File: src/rtl/uart_tx_periph.sv
// uart_tx_periph: store-bus UART transmitter with a TX FIFO and a registered status readback.
// Define UART_TX_PARITY_EN to insert an even-parity bit before stop (8E1); default build is 8N1.
module uart_tx_periph #(
    parameter int         CLKS_PER_BIT = 16,
    parameter int         FIFO_DEPTH   = 8,
    parameter logic [9:0] TX_ADDR      = 10'h54,
    parameter logic [9:0] STAT_ADDR    = 10'h58
) (
    input  logic       clk,
    input  logic       rst_n,
    input  logic [9:0] address,
    input  logic [7:0] data,
    input  logic       write,
    output logic       tx,
    output logic [7:0] read_data,
    output logic       busy
);
    localparam int PTR_W = $clog2(FIFO_DEPTH);
    localparam int CNT_W = PTR_W + 1;
    localparam int TMR_W = $clog2(CLKS_PER_BIT);
    localparam logic [CNT_W-1:0] DEPTH_C  = CNT_W'(FIFO_DEPTH);
    localparam logic [TMR_W-1:0] TMR_LAST = TMR_W'(CLKS_PER_BIT - 1);

    localparam logic [2:0] ST_IDLE  = 3'd0;
    localparam logic [2:0] ST_START = 3'd1;
    localparam logic [2:0] ST_DATA  = 3'd2;
    localparam logic [2:0] ST_STOP  = 3'd3;
`ifdef UART_TX_PARITY_EN
    localparam logic [2:0] ST_PARITY = 3'd4;
`endif

    logic [7:0]       r_mem [FIFO_DEPTH];
    logic [PTR_W-1:0] r_wr_ptr;
    logic [PTR_W-1:0] r_rd_ptr;
    logic [CNT_W-1:0] r_count;
    logic             r_overflow;
    logic [2:0]       r_state;
    logic [TMR_W-1:0] r_bit_timer;
    logic [2:0]       r_bit_idx;
    logic [7:0]       r_shift;
`ifdef UART_TX_PARITY_EN
    logic             r_parity;
`endif
    logic             r_tx;
    logic             r_busy;
    logic [7:0]       r_read_data;

    logic             w_full;
    logic             w_empty;
    logic             w_bit_end;
    logic             w_pop;
    logic             w_tx_wr;
    logic             w_push;
    logic             w_ovf_set;
    logic             w_ovf_clr;
    logic [CNT_W-1:0] w_count_next;
    logic [2:0]       w_state_next;
    logic [7:0]       w_status;

    assign w_full    = (r_count == DEPTH_C);
    assign w_empty   = (r_count == '0);
    assign w_bit_end = (r_bit_timer == '0);
    // Pop in IDLE, or on the last STOP cycle so back-to-back frames have no gap.
    assign w_pop     = !w_empty && ((r_state == ST_IDLE) || ((r_state == ST_STOP) && w_bit_end));
    assign w_tx_wr   = write && (address == TX_ADDR);
    // A same-cycle pop frees a slot, so a push into a full FIFO is still accepted then.
    assign w_push    = w_tx_wr && (!w_full || w_pop);
    assign w_ovf_set = w_tx_wr && w_full && !w_pop;
    assign w_ovf_clr = write && (address == STAT_ADDR) && data[3];
    assign w_status  = {4'(r_count), r_overflow, w_empty, w_full, r_busy};

    always_comb begin
        w_count_next = r_count;
        case ({w_push, w_pop})
            2'b10:   w_count_next = r_count + CNT_W'(1);
            2'b01:   w_count_next = r_count - CNT_W'(1);
            default: ;
        endcase
    end

    always_comb begin
        w_state_next = r_state;
        case (r_state)
            ST_IDLE:  if (!w_empty) w_state_next = ST_START;
            ST_START: if (w_bit_end) w_state_next = ST_DATA;
            ST_DATA: begin
                if (w_bit_end && (r_bit_idx == 3'd7)) begin
`ifdef UART_TX_PARITY_EN
                    w_state_next = ST_PARITY;
`else
                    w_state_next = ST_STOP;
`endif
                end
            end
`ifdef UART_TX_PARITY_EN
            ST_PARITY: if (w_bit_end) w_state_next = ST_STOP;
`endif
            ST_STOP:  if (w_bit_end) w_state_next = w_empty ? ST_IDLE : ST_START;
            default:  w_state_next = ST_IDLE;
        endcase
    end

    always_ff @(posedge clk) begin
        if (w_push) r_mem[r_wr_ptr] <= data;
    end

    always_ff @(posedge clk) begin
        if (!rst_n) begin
            r_wr_ptr    <= '0;
            r_rd_ptr    <= '0;
            r_count     <= '0;
            r_overflow  <= 1'b0;
            r_state     <= ST_IDLE;
            r_bit_timer <= TMR_LAST;
            r_bit_idx   <= '0;
            r_shift     <= '0;
`ifdef UART_TX_PARITY_EN
            r_parity    <= 1'b0;
`endif
            r_tx        <= 1'b1;
            r_busy      <= 1'b0;
            r_read_data <= 8'h00;
        end else begin
            r_state     <= w_state_next;
            r_count     <= w_count_next;
            r_busy      <= (w_count_next != '0) || (w_state_next != ST_IDLE);
            r_read_data <= (address == STAT_ADDR) ? w_status : 8'h00;

            if (w_ovf_set)      r_overflow <= 1'b1;
            else if (w_ovf_clr) r_overflow <= 1'b0;

            if (w_push) r_wr_ptr <= r_wr_ptr + PTR_W'(1);

            if ((r_state == ST_IDLE) || w_bit_end) r_bit_timer <= TMR_LAST;
            else                                   r_bit_timer <= r_bit_timer - TMR_W'(1);

            if (w_pop) begin
                r_rd_ptr <= r_rd_ptr + PTR_W'(1);
                r_shift  <= r_mem[r_rd_ptr];
`ifdef UART_TX_PARITY_EN
                r_parity <= ^r_mem[r_rd_ptr];
`endif
                r_tx     <= 1'b0;
            end else begin
                case (r_state)
                    ST_START: begin
                        if (w_bit_end) begin
                            r_tx      <= r_shift[0];
                            r_bit_idx <= '0;
                        end
                    end
                    ST_DATA: begin
                        if (w_bit_end) begin
                            if (r_bit_idx == 3'd7) begin
`ifdef UART_TX_PARITY_EN
                                r_tx <= r_parity;
`else
                                r_tx <= 1'b1;
`endif
                            end else begin
                                r_bit_idx <= r_bit_idx + 3'd1;
                                r_shift   <= {1'b0, r_shift[7:1]};
                                r_tx      <= r_shift[1];
                            end
                        end
                    end
`ifdef UART_TX_PARITY_EN
                    ST_PARITY: if (w_bit_end) r_tx <= 1'b1;
`endif
                    default: ;
                endcase
            end
        end
    end

    assign tx        = r_tx;
    assign busy      = r_busy;
    assign read_data = r_read_data;

endmodule

File: config.mk
export PLATFORM = sky130hd
export DESIGN_NAME = uart_tx_periph
export DESIGN_NICKNAME = d
export VERILOG_FILES = /design/src/rtl/uart_tx_periph.sv
export SDC_FILE = /design/constraint.sdc
export NUM_CORES = 1
export LEC_CHECK = 0
export CAP_MARGIN = 10
export CORE_UTILIZATION = 35
export DETAILED_ROUTE_END_ITERATION = 7
export PLACE_DENSITY = 0.64
export SETUP_SLACK_MARGIN = 0.02
export SYNTH_ARGS = -nofsm -noshare
export SYNTH_HDL_FRONTEND = slang
export SYNTH_SLANG_ARGS = --single-unit
File: constraint.sdc
create_clock -name clk -period 2.5 [get_ports clk]
set_clock_uncertainty 0.1 [all_clocks]
set_input_delay 0.25 -clock clk [delete_from_list [all_inputs] [get_ports clk]]
set_output_delay 0.25 -clock clk [all_outputs]
set_load 0.03 [all_outputs]
# == Yosys cells after proc, flatten, opt, wreduce, memory -nomap -nowiden ==
# Memory sizes are Yosys's and may differ from the RTL's. A register that Yosys moved wholly into a read port is not among the register bits.
# Index checks and enable logic that the tools add are counted.
# totals
output_inout_bits,10
mem_bits_rw,64
memories,1
reg_bits,39
# memory_table
name,depth,word_bits,read_ports,rd_clocked_by_memory_dff,write_ports,line_no,source
r_mem,8,8,1,1,1,32,logic [7:0] r_mem [FIFO_DEPTH];
# classes
addsub,6
n_eq_ne,15
mux,26
reduce_logical,31
bitwise,2
# ops
op,count
$mux W8,4
$mux W3,9
$eq A10 B7 Y1 const B,2
$pmux W3 S4,1
$add A3 B1 Y3 const B,3
$logic_and A1 B1 Y1,9
$mux W1,9
$logic_not A4 Y1,2
$ne A2 B2 Y1 const B,4
$pmux W4 S2,1
$reduce_bool A2 Y1,4
$sub A4 B1 Y4 const B,2
$eq A3 B2 Y1 const B,2
$ne A3 B3 Y1 const B,2
$pmux W3 S2,1
$reduce_and A3 Y1,2
$reduce_bool A3 Y1,2
$reduce_and A5 Y1,1
$add A4 B1 Y4 const B,1
$eq A4 B4 Y1 const B,1
$logic_or A1 B1 Y1,4
$reduce_bool A4 Y1,1
$eq A3 B1 Y1 const B,1
$eq A3 B3 Y1 const B,1
8 further kinds,11

# == Depth between registers and ports, before layout ==
# Gate-level depths: netlist (run 1).
# logic_depth
depth_word,10
mapped_depth,12
ltp_nobuf,12

# == Worst setup path after synthesis (run 1) ==
# No wires, ideal clock.
# synth_path
kind,register to register
from,register r_bit_timer[0]
to,register r_busy (netlist: busy)
required_time_ps,2255
path_stages_with_launch,13
arrival_ps,2358
path_slack_ps,-103
cell_sequence,dfxtp_1 -> inv_1 -> ha_1 -> nand4bb_2 -> o31ai_4 -> nand3_2 -> inv_2 -> ha_1 -> a21o_1 -> a21oi_1 -> nand3_1 -> o311ai_0 -> a41oi_1
# synth_between
elab_chain_len,10
word_cells_on_any_way,17
classes_between,eq/ne (2); mux (5); reduce/logical (10)
# synth_lines
item,line_no,source
start: declaration,38,logic [TMR_W-1:0] r_bit_timer;
start signal: assignment,135,else r_bit_timer <= r_bit_timer - TMR_W'(1);
$logic_not A4 Y1 *,62,assign w_bit_end = (r_bit_timer == '0);
$logic_and A1 B1 Y1,64,assign w_pop = !w_empty && ((r_state == ST_IDLE) || ((r_state == ST_STOP) && w_bit_end));
$logic_or A1 B1 Y1,64,
$logic_and A1 B1 Y1,64,
$logic_or A1 B1 Y1,67,assign w_push = w_tx_wr && (!w_full || w_pop);
$logic_and A1 B1 Y1,67,
$eq A2 B1 Y1 or $eq A2 B2 Y1 (tied branches),74,"case ({w_push, w_pop})"
$pmux W4 S2,74,
$reduce_bool A4 Y1,126,r_busy <= (w_count_next != '0) || (w_state_next != ST_IDLE);
$logic_or A1 B1 Y1 *,126,
end signal: assignment,126,
end: declaration,45,logic r_busy;
# Mark *: on every way between the ends. The rest lies on a longest branch, timed or not.
# A chain may end at the register's enable or synchronous reset.

# == Worst setup path in the final report (run 1) ==
# Same ends and word-level chain as after synthesis.

==> results of run 1 <==
[path summary, 6_finish.rpt]
check	slack (ps)	to	from	depth (start not counted)
min	300	r_bit_timer[0]	r_bit_timer[0]	1
max reg2reg	70	busy	r_bit_timer[0]	12
max	70	busy	r_bit_timer[0]	12
min reg2reg	300	r_bit_timer[0]	r_bit_timer[0]	1
[Yosys cell counts (6+ instances only)]
library cell  count  area, um2
nor3_1           13       65.1
ha_1              7       87.6
mux4_2           16        360
inv_1             8       30.0
a311oi_1          7       61.3
a211oi_1          8       60.1
nor2_1           23       86.3
nand2_1          29        109
dfxtp_1          42        841
xnor2_1           6       52.6
edfxtp_1         64       1920
nor2b_1           8       50.1
nand3_1           6       30.0
a21oi_1          11       55.1
[cell usage in the layout, fill, tap and decap left out, types with 2 or more instances in the layout]
cell	synthesis	final
inv_2	1	3
ha_1	7	4
inv_1	8	6
nor4b_2	2	2
nand2_1	29	29
o21ai_0	5	5
dfxtp_1	42	41
mux2i_1	2	2
nor2b_1	8	8
a21oi_1	11	10
a22oi_1	2	2
a21o_1	2	2
clkbuf_16	0	9
and2_1	3	3
a211oi_1	8	8
ha_4	0	3
buf_4	2	33
or3_1	3	3
nand3_2	2	2
o21ai_1	3	2
mux4_2	16	16
and3_1	2	2
xnor2_1	6	5
edfxtp_1	64	64
nand3_1	6	6
nor2_1	23	23
clkinv_1	0	2
nor3_1	13	12
a31oi_1	2	2
inv_6	0	2
a311oi_1	7	7
nand2b_1	3	2
clkdlybuf4s50_1	0	30
[timing repair]
| item | 4_1_cts | 5_1_grt |
|---|---|---|
| buffers inserted | 4 | 1 |
| setup endpoints to repair | 2 | 24 |
| pin swaps | 5 | 10 |
| gates resized for setup | 3 | 10 |
[area by class of cell]
cell class | instances | area, um2 | share of cell area (%)
clock buffers | 10 | 229 | 4.21
clock inverters | 6 | 41.3 | 0.759
inverters | 9 | 33.8 | 0.621
multi-input cells | 190 | 1600 | 29.3
flip-flops and latches | 106 | 2760 | 50.8
well taps | 168 | 210 | 3.86
repair buffers | 64 | 568 | 10.4
[stage by stage]
stage	hold slack (ps)	setup TNS [ps]	area [um2]	util [%]	std cells
3_5_place_dp	288	-1760	5060	42.0	532
2_1_floorplan	222	-9.77	4380	-	317
5_1_grt	333	-65.6	5440	45.1	553
3_3_place_gp	284	-1150	5060	42.0	532
4_1_cts	306	0	5360	44.5	552
6_report	304	0	5440	45.1	553
[metal layers]
layer | GRT usage, % | vias up | part of all wire [%]
met5 | 0 | - | 0
met4 | 3.86 | 0 | 0.29
met3 | 3.99 | 4 | 3.6
met2 | 24.1 | 48 | 51
met1 | 16.4 | 1315 | 45
li1 | - | 1328 | -
[cells by family (layout without fill, tap and decap cells)]
family	Yosys count	in the layout	share of synthesized area [%]
compound gates	49	49	8.06
other cells	1	1	0.0863
simple gates	106	106	13.3
buf+inv	21	89	2.13
xor+xnor	7	7	1.41
fa+ha+maj	8	8	2.48
mux	19	19	9.01
flops	106	106	63.6
[critical path: stages, from the launching register on]
cell and delay [ps]:
dfxtp_2 330, inv_2 60, ha_4 140, nand4bb_4 130
o31ai_4 270, nand3_2 160, inv_2 120, ha_4 200
a21o_1 180, a21oi_4 180, and4_1 210, o21ai_2 80
a41oi_2 190
[power by group through the flow]
| stage | Sequential [mW] | Clock [mW] | Combinational, mW |
|---|---|---|---|
| floorplan | 2.00 | 0 | 0.436 |
| global placement | 1.99 | 0 | 0.660 |
| detailed placement | 2.00 | 0 | 0.674 |
| CTS | 1.96 | 1.32 | 0.700 |
| global route | 1.97 | 1.38 | 0.834 |
| finish | 1.96 | 1.28 | 0.752 |
[state kept, by name (all words and copies together), names as in the netlist, named ones only]
name	flops
r_wr_ptr	3
r_count	4
r_state	3
r_bit_timer	4
busy	1
r_overflow	1
r_shift	8
r_rd_ptr	3
r_bit_idx	3
tx	1
read_data	8
r_mem	64
==> results by group, run 1 <==
Outcome
  • Status: completed

Cells and area
  • # fillers: 1112
  • Antenna cells: 0
  • NumNets Final: about 410
  • Fraction of final layout cells with drive strength greater than 1: roughly 23%
  • Area growth from synthesis to final layout: 25.2%

Yosys
  • Sequential cell area fraction in the yosys report: 63.6%
  • Most frequently used flop master after synthesis: edfxtp_1
  • Number of enable flip-flop cells after synthesis: 64
  • Synthesized cell area: 0.00435 mm2
  • Syn Nets: 346
  • Synth Warn #: 0
  • Number of distinct standard cells referenced by the synthesized netlist: 54
  • Post-synthesis register bit count: 106
  • Mean Syn Cell Area: 13.7 um2
  • Number of instances in the synthesized netlist: 317
  • Share of async-settable or async-resettable flops after synthesis: 0%

Clocking
  • Number of hold buffers added after cts: 0
  • Num CTS Buffers: 9
  • Clk buf depth: 2
  • Insertion delay of the later-clocked pin in the worst-skew pair: 340 ps
  • Clock tree from TritonCTS: built
  • Post-CTS clock slew at the launch and capture registers of the worst setup and hold paths: roughly 60 ps
  • Clock root buffer: clkbuf_16
  • CTS H-tree depth: 3
  • CTS Sinks: 106

Min path
  • Classification of the worst-slack hold path: flop to flop

Power
  • Power density over the cells: 734 mW/mm2
  • Leakage Power: approximately 1.8 nW
  • Flop pwr share: 49.1%
  • Relative contribution of the clock network to total power: 32.1%
  • Total internal power: 2.95 mW
  • Peak ir drop on the vdd network: 438 uV
  • Switching Power: roughly 1.0 mW
  • Total chip power: 4.00 mW
  • Proportion of total power due to net switching: 26.1%
  • Comb pwr share: 18.8%

Drt
  • Vias per cell: about 5
  • Number of nets with antenna violations after routing: 0
  • Wirelength per Cell: roughly 15 um
  • Number of design rule violations left after detail routing: 0
  • Starting DRT DRC Count: 102
  • Total via count after detailed routing: 2695
  • Routed Wire Length: around 8.3 mm
  • DRT Pass-1 Iters: 4

Timing
  • Final setup violation count: 0
  • Minimum period implied by the final worst setup slack: 2430 ps
  • Unrepaired setup endpoints after global routing: yes
  • Period utilization: 97.3%
  • Final Max Tran Viols: 0
  • Pin slew with the least headroom to its limit: 662 ps
  • Min setup slack post-route: 66.8 ps
  • Number of hold violations in the final report: 0
  • Highest Clock Rate: 411 MHz
  • Worst relative slew slack: 55.8%

Die
  • Top-Level Pins: 31
  • DIE HEIGHT: 113 um
  • Full die area: 0.0129 mm2
  • Die Span X: between 100 and 150 um
  • Row count: 40
  • Initial Utilization: 36.0%
  • Area of the core: 0.0121 mm2

Worst setup path
  • Kind of capture point of the worst setup path: flop
  • Critical setup path kind: flop to flop
  • Largest fanout on the critical path: 5
  • Launching element type of the critical path: flop
  • Worst EP required: 2660 ps
  • Endpoint arrival time on the critical path: 2590 ps

Global routing
  • Overall track demand over capacity in global routing: approximately 14%
  • Number of global-route vias before repair: around 2700
  • Overflow after GRT: 0
  • Wire length of the first global-routing pass: 13.4 mm
  • Antenna violations before repair: 0
  • Pin count of the biggest net entering global routing: 22

Placed design
  • Buffers added on ports: 30
  • DP Worst Slack: -215 ps
  • Half-perimeter wire length of the detailed placement result: 5.66 mm
  • Placer congestion estimate: 0.831

Run
  • Reported max-cap violation count: 0
Power figures use the tool's default switching activity.
==> run 2: changes to the inputs <==
Settings changed: CTS_BUF_LIST set to sky130_fd_sc_hd__clkbuf_2.
==> run 2 against run 1 <==
Net effect: largest power group unchanged; sequential power about the same; register-to-register slack hardly changed; setup slack got worse by 13 ps; fmax shrank 0.52%; total power down 15%; via count is 1.3% higher; hold slack worse by 110 ps; clock-buffer cell count is the same.
==> results by group, run 2 (synthesis gave the netlist of run 1 again) <==
Outcome
  • Status: completed

Clocking
  • Insertion delay of the later-clocked pin in the worst-skew pair: between 500 and 600 ps
  • Clk buf depth: 2
  • CTS Sinks: 106
  • Post-CTS clock slew at the launch and capture registers of the worst setup and hold paths: 240 ps
  • Clock root buffer: clkbuf_2
  • CTS H-tree depth: 3
  • Clock tree from TritonCTS: built
  • Num CTS Buffers: 9
  • Number of hold buffers added after cts: 0

Die
  • Die Span X: 113 um
  • Row count: 40
  • Initial Utilization: 36.0%
  • Area of the core: about 0.012 mm2
  • DIE HEIGHT: 113 um
  • Full die area: 0.0129 mm2
  • Top-Level Pins: 31

Placed design
  • Placer congestion estimate: 0.831
  • Half-perimeter wire length of the detailed placement result: 5.66 mm
  • DP Worst Slack: -215 ps
  • Placed Instance Area: 0.00506 mm2
  • Number of instances in the placed design: about 530
  • Buffers added on ports: 30

Drt
  • Number of design rule violations left after detail routing: 0
  • DRT Pass-1 Iters: 6
  • Starting DRT DRC Count: around 120
  • Wirelength per Cell: 14.7 um
  • Total via count after detailed routing: 2730
  • Number of nets with antenna violations after routing: 0
  • Vias per cell: 4.91
  • Routed Wire Length: ~8.2 mm

Worst setup path
  • Critical setup path kind: flop to flop
  • Number of cell instances on the worst register-to-register path: 12
  • Launching element type of the critical path: flop
  • Endpoint arrival time on the critical path: 2840 ps
  • Largest fanout on the critical path: 5
  • Worst EP required: 2890 ps
  • Kind of capture point of the worst setup path: flop

Run
  • Reported max-cap violation count: 0

Timing
  • Unrepaired setup endpoints after global routing: yes
  • Min setup slack post-route: about 54 ps
  • Pin slew with the least headroom to its limit: about 660 ps
  • Number of hold violations in the final report: 0
  • Worst relative slew slack: a little under three fifths
  • Final setup violation count: 0
  • Highest Clock Rate: a little over 400 MHz
  • Total negative slack: 0 ps
  • Period utilization: 97.8%
  • Worst hold-check slack: 195 ps
  • Minimum period implied by the final worst setup slack: 2450 ps
  • Final Max Tran Viols: 0

Min path
  • Classification of the worst-slack hold path: primary input to flop
  • Hold path cells: 2

Cells and area
  • NumNets Final: 412
  • Fraction of final layout cells with drive strength greater than 1: 24.0%
  • Antenna cells: 0
  • Top library cells by usage in the layout, fill and taps aside: edfxtp_1, dfxtp_1, buf_4
  • Most frequent standard cell in the layout excluding fill and tap cells: edfxtp_1
  • Area growth from synthesis to final layout: 21.2%
  • Max FFs per register: 64
  • Finished Layout Cells: 556
  • Top reg by flops: r_mem
  • Post-route cell area: 0.00527 mm2

Power
  • Peak ir drop on the vdd network: 427 uV
  • Leakage Power: about 1.8 nW
  • Power density over the cells: around 640 mW/mm2

Global routing
  • Pin count of the biggest net entering global routing: 22
  • Overflow after GRT: 0
  • Overall track demand over capacity in global routing: 13.5%
  • Wire length of the first global-routing pass: 13.2 mm
  • Antenna violations before repair: 0
  • Number of global-route vias before repair: 2709
[run 2: cell types whose count changed in the layout (fill, tap and decap cells not counted), moves of 2 or more]
cell       previous run  this run
buf_4                33        36
clkbuf_16             9         0
clkbuf_2              0        10
dfxtp_1              41        38
dfxtp_2               1         3
[run 2: per-layer routing]
layer | up-vias | global-route usage [%] | wire (um)
met2 | 53 | 23.6 | 4120
met1 | 1335 | 16.1 | 3660
met3 | 8 | 3.56 | 299
met5 | - | 0 | 0
met4 | 0 | 4.82 | 94
li1 | 1334 | - | -
[run 2: metrics by stage]
step / power (mW) / utilization [%]
5_1_grt: 3.57 / 43.7
3_5_place_dp: 2.67 / 42.0
6_report: 3.38 / 43.7
3_3_place_gp: 2.65 / 42.0
4_1_cts: 3.37 / 43.1
2_1_floorplan: 2.44 / -
[run 2: area by class of cell]
| type | instances | area (um2) |
|---|---|---|
| Clock buffer | 10 | 50.0 |
| Multi-Input combinational cell | 190 | 1570 |
| Inverter | 9 | 33.8 |
| Tap cell | 168 | 210 |
| Fill cell | 1133 | 6790 |
| Clock inverter | 6 | 41.3 |
| Timing Repair Buffer | 67 | 591 |
| Sequential cell | 106 | 2770 |
[run 2: worst paths after layout]
kind / end / from / slack, ps
max: busy / r_bit_timer[1] / 50
min: r_bit_timer[2] / rst_n / 200
max reg2reg: busy / r_bit_timer[1] / 50
min reg2reg: r_shift[7] / r_shift[7] / 390
[run 2: worst max-delay path: stages, from the launching register on]
cell and delay [ps]:
dfxtp_2 380, inv_2 60, ha_4 140, nand4bb_4 130
o31ai_4 270, nand3_2 160, inv_2 130, ha_4 200
a21o_1 180, a21oi_4 160, and4_1 210, o21ai_2 80
a41oi_2 180
[run 2: power breakdown]
part | internal [mW] | switching, mW | leakage [nW]
logic | 0.353 | 0.390 | 0.802
registers | 1.92 | 0.0431 | 0.916
clock network | 0.138 | 0.543 | 0.0580
[run 2: repair_timing]
| action | in CTS | in global routing |
|---|---|---|
| cloned | 0 | 0 |
| resized for setup | 4 | 10 |
| setup buffers | 5 | 3 |
| setup endpoints to repair | 2 | 8 |
| pin swaps | 5 | 11 |
